**src/rtl/rgb_ctrl_pkg.sv**
```systemverilog
// Shared definitions for the RGB fade sequencer: register map, control and
// status bit positions, sequencer states and RGB field packing helpers.
package rgb_ctrl_pkg;

  // Avalon-MM word addresses
  localparam logic [2:0] ADDR_CTRL    = 3'd0;
  localparam logic [2:0] ADDR_PERIOD  = 3'd1;
  localparam logic [2:0] ADDR_TARGET  = 3'd2;
  localparam logic [2:0] ADDR_CURRENT = 3'd3;
  localparam logic [2:0] ADDR_STATUS  = 3'd4;

  // CTRL bit positions
  localparam int CTRL_EN_BIT   = 0;
  localparam int CTRL_JUMP_BIT = 1;

  // STATUS bit positions
  localparam int STAT_BUSY_BIT = 0;
  localparam int STAT_DONE_BIT = 1;

  // Channel indices within a packed RGB word (red is the most significant field)
  localparam int CH_R = 0;
  localparam int CH_G = 1;
  localparam int CH_B = 2;

  typedef enum logic [1:0] {
    ST_IDLE      = 2'd0,
    ST_WAIT_TICK = 2'd1,
    ST_STEP      = 2'd2,
    ST_COMMIT    = 2'd3
  } fade_state_e;

  // Bit offset of a channel's field inside a packed {R,G,B} word of width w per channel
  function automatic int rgb_lsb(input int ch, input int w);
    return (2 - ch) * w;
  endfunction

endpackage

```
**src/rtl/rgb_fade_sequencer_step_timer.sv**
```systemverilog
// Step-period timer: counts up while enabled, clears synchronously, and flags
// terminal count once the count reaches the loaded terminal value.
module step_timer #(
  parameter int TICK_W = 24
) (
  input  logic              clk,
  input  logic              rst_n,
  input  logic              i_clear,
  input  logic              i_count_en,
  input  logic [TICK_W-1:0] i_terminal,
  output logic              o_tc
);

  logic [TICK_W-1:0] r_count;

  // Tick counter with synchronous clear and count enable
  always_ff @(posedge clk or negedge rst_n) begin
    if (!rst_n) begin
      r_count <= {TICK_W{1'b0}};
    end else if (i_clear) begin
      r_count <= {TICK_W{1'b0}};
    end else if (i_count_en) begin
      r_count <= r_count + {{(TICK_W-1){1'b0}}, 1'b1};
    end else begin
      r_count <= r_count;
    end
  end

  // >= rather than == so a period shortened mid-count still terminates promptly
  assign o_tc = (r_count >= i_terminal);

endmodule

```
**src/rtl/rgb_fade_sequencer.sv**
```systemverilog
// RGB fade sequencer: Avalon-MM register block plus a fade FSM that steps the
// staged duties toward a target and commits them to the PWM generators only
// at PWM period boundaries.
module rgb_fade_sequencer
  import rgb_ctrl_pkg::*;
#(
  parameter int DUTY_W = 8,
  parameter int TICK_W = 24
) (
  input  logic              clk,
  input  logic              reset_n,
  input  logic [2:0]        avs_address,
  input  logic              avs_read,
  input  logic              avs_write,
  input  logic [31:0]       avs_writedata,
  output logic [31:0]       avs_readdata,
  input  logic              pwm_period_done,
  output logic [DUTY_W-1:0] duty_red,
  output logic [DUTY_W-1:0] duty_green,
  output logic [DUTY_W-1:0] duty_blue,
  output logic              duty_valid,
  output logic              busy
);

  localparam int RGB_W = 3 * DUTY_W;
  localparam int R_LSB = rgb_lsb(CH_R, DUTY_W);
  localparam int G_LSB = rgb_lsb(CH_G, DUTY_W);
  localparam int B_LSB = rgb_lsb(CH_B, DUTY_W);
  localparam logic [DUTY_W-1:0] DUTY_ONE = {{(DUTY_W-1){1'b0}}, 1'b1};

  // One saturating-free step toward the target; equal channels stay put, so
  // a channel at either rail can only move toward its target and never wraps.
  function automatic logic [DUTY_W-1:0] step_toward(input logic [DUTY_W-1:0] cur,
                                                    input logic [DUTY_W-1:0] tgt);
    logic [DUTY_W-1:0] nxt;
    if (cur < tgt) begin
      nxt = cur + DUTY_ONE;
    end else if (cur > tgt) begin
      nxt = cur - DUTY_ONE;
    end else begin
      nxt = cur;
    end
    return nxt;
  endfunction

  // Software-visible registers
  logic              r_enable;
  logic              r_jump;
  logic [TICK_W-1:0] r_period;
  logic [RGB_W-1:0]  r_target;
  logic              r_done;
  logic [31:0]       r_readdata;

  // Fade engine state
  fade_state_e       r_state;
  logic [RGB_W-1:0]  r_stage;
  logic [DUTY_W-1:0] r_duty_red;
  logic [DUTY_W-1:0] r_duty_green;
  logic [DUTY_W-1:0] r_duty_blue;
  logic              r_duty_valid;
  logic              r_busy;

  // Decoded bus strobes and derived values
  logic              w_wr_ctrl;
  logic              w_wr_period;
  logic              w_wr_target;
  logic              w_wr_status;
  logic              w_start;
  logic              w_done_clr;
  logic [RGB_W-1:0]  w_target_nxt;
  logic [RGB_W-1:0]  w_stepped;
  logic [RGB_W-1:0]  w_duty_pack;
  logic              w_tc;
  logic              w_tmr_clear;
  logic              w_tmr_en;
  logic              w_unused_wdata;

  assign w_wr_ctrl    = avs_write && (avs_address == ADDR_CTRL);
  assign w_wr_period  = avs_write && (avs_address == ADDR_PERIOD);
  assign w_wr_target  = avs_write && (avs_address == ADDR_TARGET);
  assign w_wr_status  = avs_write && (avs_address == ADDR_STATUS);
  assign w_start      = w_wr_target && r_enable;
  assign w_done_clr   = w_wr_status && avs_writedata[STAT_DONE_BIT];
  // Completion is judged against the target as it stands after this cycle's write,
  // so a retarget landing on the commit cycle is not lost.
  assign w_target_nxt = w_wr_target ? avs_writedata[RGB_W-1:0] : r_target;
  assign w_duty_pack  = {r_duty_red, r_duty_green, r_duty_blue};
  assign w_unused_wdata = ^avs_writedata;

  // Per-channel single step of the staged value toward the target
  always_comb begin
    w_stepped = r_stage;
    w_stepped[R_LSB +: DUTY_W] = step_toward(r_stage[R_LSB +: DUTY_W], r_target[R_LSB +: DUTY_W]);
    w_stepped[G_LSB +: DUTY_W] = step_toward(r_stage[G_LSB +: DUTY_W], r_target[G_LSB +: DUTY_W]);
    w_stepped[B_LSB +: DUTY_W] = step_toward(r_stage[B_LSB +: DUTY_W], r_target[B_LSB +: DUTY_W]);
  end

  // The timer runs only while waiting for a tick and sits at zero otherwise,
  // so every entry into WAIT_TICK starts a fresh count.
  assign w_tmr_clear = (r_state != ST_WAIT_TICK);
  assign w_tmr_en    = (r_state == ST_WAIT_TICK) && !w_tc;

  step_timer #(
    .TICK_W(TICK_W)
  ) u_step_timer (
    .clk        (clk),
    .rst_n      (reset_n),
    .i_clear    (w_tmr_clear),
    .i_count_en (w_tmr_en),
    .i_terminal (r_period),
    .o_tc       (w_tc)
  );

  // Writable control registers
  always_ff @(posedge clk or negedge reset_n) begin
    if (!reset_n) begin
      r_enable <= 1'b0;
      r_jump   <= 1'b0;
      r_period <= {TICK_W{1'b0}};
      r_target <= {RGB_W{1'b0}};
    end else begin
      if (w_wr_ctrl) begin
        r_enable <= avs_writedata[CTRL_EN_BIT];
        r_jump   <= avs_writedata[CTRL_JUMP_BIT];
      end
      if (w_wr_period) begin
        r_period <= avs_writedata[TICK_W-1:0];
      end
      if (w_wr_target) begin
        r_target <= avs_writedata[RGB_W-1:0];
      end
    end
  end

  // Registered read mux with one cycle of latency
  always_ff @(posedge clk or negedge reset_n) begin
    if (!reset_n) begin
      r_readdata <= 32'd0;
    end else if (avs_read) begin
      case (avs_address)
        ADDR_CTRL:    r_readdata <= {30'd0, r_jump, r_enable};
        ADDR_PERIOD:  r_readdata <= 32'(r_period);
        ADDR_TARGET:  r_readdata <= 32'(r_target);
        ADDR_CURRENT: r_readdata <= 32'(w_duty_pack);
        ADDR_STATUS:  r_readdata <= {30'd0, r_done, r_busy};
        default:      r_readdata <= 32'd0;
      endcase
    end else begin
      r_readdata <= r_readdata;
    end
  end

  // Fade FSM: wait a step period, step the staged value, commit at a PWM boundary
  always_ff @(posedge clk or negedge reset_n) begin
    if (!reset_n) begin
      r_state      <= ST_IDLE;
      r_stage      <= {RGB_W{1'b0}};
      r_duty_red   <= {DUTY_W{1'b0}};
      r_duty_green <= {DUTY_W{1'b0}};
      r_duty_blue  <= {DUTY_W{1'b0}};
      r_duty_valid <= 1'b0;
      r_busy       <= 1'b0;
      r_done       <= 1'b0;
    end else begin
      r_duty_valid <= 1'b0;
      // A set in the COMMIT branch below overrides this clear in the same cycle
      if (w_done_clr) begin
        r_done <= 1'b0;
      end
      case (r_state)
        ST_IDLE: begin
          if (w_start) begin
            r_state <= ST_WAIT_TICK;
            r_busy  <= 1'b1;
          end
        end
        ST_WAIT_TICK: begin
          if (!r_enable) begin
            r_state <= ST_IDLE;
            r_busy  <= 1'b0;
          end else if (w_tc) begin
            r_state <= ST_STEP;
          end
        end
        ST_STEP: begin
          r_stage <= r_jump ? r_target : w_stepped;
          r_state <= ST_COMMIT;
        end
        ST_COMMIT: begin
          if (pwm_period_done) begin
            r_duty_red   <= r_stage[R_LSB +: DUTY_W];
            r_duty_green <= r_stage[G_LSB +: DUTY_W];
            r_duty_blue  <= r_stage[B_LSB +: DUTY_W];
            r_duty_valid <= 1'b1;
            if (!r_enable) begin
              r_state <= ST_IDLE;
              r_busy  <= 1'b0;
            end else if (r_stage == w_target_nxt) begin
              r_state <= ST_IDLE;
              r_busy  <= 1'b0;
              r_done  <= 1'b1;
            end else begin
              r_state <= ST_WAIT_TICK;
            end
          end
        end
        default: begin
          r_state <= ST_IDLE;
          r_busy  <= 1'b0;
        end
      endcase
    end
  end

  assign avs_readdata = r_readdata;
  assign duty_red     = r_duty_red;
  assign duty_green   = r_duty_green;
  assign duty_blue    = r_duty_blue;
  assign duty_valid   = r_duty_valid;
  assign busy         = r_busy;

endmodule

```
**config.mk**
```make
export PLATFORM = sky130hd
export DESIGN_NAME = rgb_fade_sequencer
export DESIGN_NICKNAME = d
export VERILOG_FILES = /design/src/rtl/rgb_ctrl_pkg.sv /design/src/rtl/rgb_fade_sequencer_step_timer.sv /design/src/rtl/rgb_fade_sequencer.sv
export SDC_FILE = /design/constraint.sdc
export NUM_CORES = 1
export LEC_CHECK = 0
export ABC_CLOCK_PERIOD_IN_PS = 9850
export BUFFER_PORTS_ARGS = -buffer_cell sky130_fd_sc_hd__buf_2
export CORE_AREA = 10 10 155 157
export CTS_BUF_LIST = sky130_fd_sc_hd__clkbuf_4 sky130_fd_sc_hd__clkbuf_8
export DETAILED_ROUTE_END_ITERATION = 10
export DIE_AREA = 0 0 165 167
export GPL_ROUTABILITY_DRIVEN = 1
export MAX_ROUTING_LAYER = met4
export PLACE_DENSITY = 0.68
export RECOVER_POWER = 25
export SYNTH_ARGS = -nofsm -noshare
export SYNTH_HDL_FRONTEND = slang
export SYNTH_SLANG_ARGS = --single-unit
export TNS_END_PERCENT = 50
```
**constraint.sdc**
```tcl
create_clock -name clk -period 9.85 [get_ports clk]
set_clock_uncertainty 0.2 [all_clocks]
set_input_delay 1.97 -clock clk [delete_from_list [all_inputs] [get_ports clk]]
set_output_delay 1.97 -clock clk [all_outputs]
set_load 0.1 [all_outputs]
```
==> out/results.txt <==
Avg Inst Size Synth: 9.08 sq um
Synth Warn #: 0
Total grt overflow: 0
First-pass GRT wire length: 42,000 microns
Share of layout cells above drive strength 1: 0.136
Internal power: 1.71 mW
Critical Path Fanout Max: 86
Initial antenna violation count: 1
CTS tree: yes
Crit-path cells: clkbuf_1 > buf_4
Die H: 167 microns
#FFs+latches synth: 151
Post-synth EDFFs: 0
TritonRoute pass-1 iters: 5
Setup Viol. Count Final: 0
Combinational share of power: 0.537
Most frequent cells in the layout: dfrtp_1, nand2_1, o21ai_0, inv_1, buf_2
Register area share after synthesis: 0.407
Synth cell types: 64
Synth area leaders: dfrtp_1, ha_1, o21ai_0, nand2_1, inv_1
Hold Buf Count CTS: 0
CTS Sinks: 151
Clk pin slew, worst setup/hold paths: 0.08 ns
# IOs: 98
R2R depth: 13
Type of origin of the critical path: input pin
CP arrival: 6.40 ns
Measured slew at the worst slew-check pin: 4.74 ns
Area growth from synthesis to final layout: 11.1%
Mapped Cells: 1,023
IO Port Bufs: 81
Maximum root-to-sink buffer count: 2
Fin. max-slew vios: 87
Hold Path Class: flop to flop
Clock power share: 0.165
Most common cell after layout, fill and taps aside: dfrtp_1
Max-cap viol count: 1
Initial Util: 0.446
Failing checks: max-capacitance violations, max-slew violations
Placeable Area: 20,800 sq um
Row count: 53
Final min period: 6.11 ns
Worst VDD drop: 0.420 mV
Final hold violations: 0
Nets@finish: 1,194
H-tree levels: 4
Critical Path Stages: 2
Gr usage total: 0.198
Die area: 27,600 sq um
Die W: 165 microns
Hpwl dp: 19,700 microns
Sum of negative setup slack: 0 ns
Total CTS buffers: 17
Register share of total power: 0.298
Slew HR: -2.16
Post-synth top area share: 0.407
Fin crit share: 0.620
Placed Instances: 1,339
FFs w/ async S/R, synth: 1.00
Max stage delay on crit path: 3.27 ns
Final ANT Viol Nets: 0
Drt wl/cell: 19.4 microns
CP Data Required Time: 10.14 ns
Post-CTS Setup Bufs: 0
Post-CTS sizing: 0
Net switching power: 1.67 mW
Total wire length: 26,600 microns
Net Sw Frac: 0.495
WHS Path Cells: 1
FMAX: 164 MHz
Top delay family on crit path: buffers and inverters
PD cells: 327 nW/um^2
Status: finished, violations left
Main synth FF type: dfrtp_1
Crit end category: asynchronous set/reset pin
Drt drc: 0
Root Buffer: clkbuf_8
Routed vias: 7,830
Layout Cells excl Fill: 1,372
Worst path bufs/invs: 2
Gpl congestion: 0.892
WS Path Type: input pin to asynchronous set/reset pin
Drt via density: 5.71
Mapped cell area: 9290 sq um
Slowest CP cell: clkbuf_1
Clk_lat worst skew: 0.47 ns
Vias in the first global route: 7,503
Synth area leader: dfrtp_1
RSZ-0062 raised after global routing: false
Drt first-iter violations: 787
Largest net degree at the start of global routing: 87
LEAKAGE: 4.76 nW
final timing paths:
kind / slack, ns / end / from
worst min register to register: 0.32 / r_done / r_done
max in group clk: 5.06 / r_state[0] / avs_address[1]
worst max-delay path: 3.74 / r_stage[16] / reset_n
worst max register to register: 6.13 / r_stage[7] / r_target[5]
min in group asynchronous: 3.01 / avs_readdata[11] / reset_n
worst min-delay path: 0.32 / r_done / r_done
metal layers:
| metal | track usage | vias up | share of wire |
|---|---|---|---|
| li1 | - | 3690 | - |
| met1 | 0.273 | 3803 | 0.46 |
| met2 | 0.286 | 293 | 0.44 |
| met3 | 0.0436 | 44 | 0.072 |
| met4 | 0.0551 | 0 | 0.022 |
| met5 | - | - | 0 |
final cells by class:
class	instances	area [sq um]
diodes	1	2.50
flip-flops and latches	151	3780
fillers	1974	10500
inverters	91	342
clock inverters	7	139
clock buffers	25	325
multi-input cells	733	4930
well taps	275	344
repair buffers	89	455
flip-flops by register name (all words and copies together) (netlist names), named ones only:
signal	count
duty_valid	1
duty_blue	8
r_state	1
r_enable	1
r_done	1
duty_green	8
r_target	24
r_jump	1
r_stage	24
duty_red	8
avs_readdata	24
busy	1
u_step_timer.r_count	24
r_period	24
synth_stat cells (5+ instances only):
| cell | count |
|---|---|
| and4_1 | 7 |
| nand2_1 | 117 |
| nor4_1 | 7 |
| nand3_1 | 18 |
| inv_1 | 91 |
| buf_1 | 6 |
| mux2_2 | 26 |
| a21oi_1 | 55 |
| nor3_1 | 15 |
| o21ai_0 | 110 |
| mux2i_1 | 17 |
| xnor2_1 | 34 |
| buf_4 | 8 |
| clkbuf_1 | 34 |
| o22ai_1 | 25 |
| nand4_1 | 16 |
| ha_1 | 68 |
| nor2_1 | 45 |
| and3_1 | 6 |
| xor2_1 | 16 |
| o41ai_1 | 5 |
| o21a_1 | 7 |
| a21o_1 | 8 |
| dfrtp_1 | 151 |
| o211ai_1 | 6 |
| or3_1 | 6 |
| a22oi_1 | 22 |
| nand2b_1 | 17 |
| nor2b_1 | 11 |
worst reg2reg max path, stage by stage (launching register included):
cell and delay [ns]:
dfrtp_1 0.49, inv_1 0.12, ha_1 0.31, a21oi_1 0.06
o21ai_0 0.26, a21o_1 0.35, ha_1 0.31, a21oi_1 0.14
nor2b_1 0.07, o31a_1 0.27, o41ai_1 0.39, xnor2_1 0.19
nor3_1 0.06, or3b_1 0.39
power groups by stage:
stage          logic [mW]  registers [mW]  clock network (mW)
4_1_cts              1.82            1.00               0.562
6_report             1.81            1.01               0.557
2_1_floorplan        1.04            1.37                   0
5_1_grt              1.99            1.03               0.589
3_5_place_dp         1.80            1.01                   0
3_3_place_gp         1.77            1.01                   0
metrics by stage:
step,total power [mW],setup WS (ns),hold slack [ns],cell area [sq um],utilization
after floorplan,2.40,5.50,0.273,9320,-
after global placement,2.78,4.63,0.290,9870,0.474
after detailed placement,2.81,4.62,0.300,9870,0.474
after CTS,3.38,5.11,0.322,10300,0.496
after global routing,3.61,2.87,0.352,10300,0.496
final,3.38,3.74,0.317,10300,0.496
cells by family (layout without fill, tap and decap cells):
family,Yosys count,in the layout,synth area share
mux,44,44,0.0514
simple gates,290,290,0.156
other cells,1,9,0.000404
buf+inv,146,212,0.0652
fa+ha+maj,71,71,0.0980
flops,151,151,0.407
xor+xnor,50,50,0.0471
compound gates,270,270,0.176
Note: power is estimated with default switching activity, not from simulation.
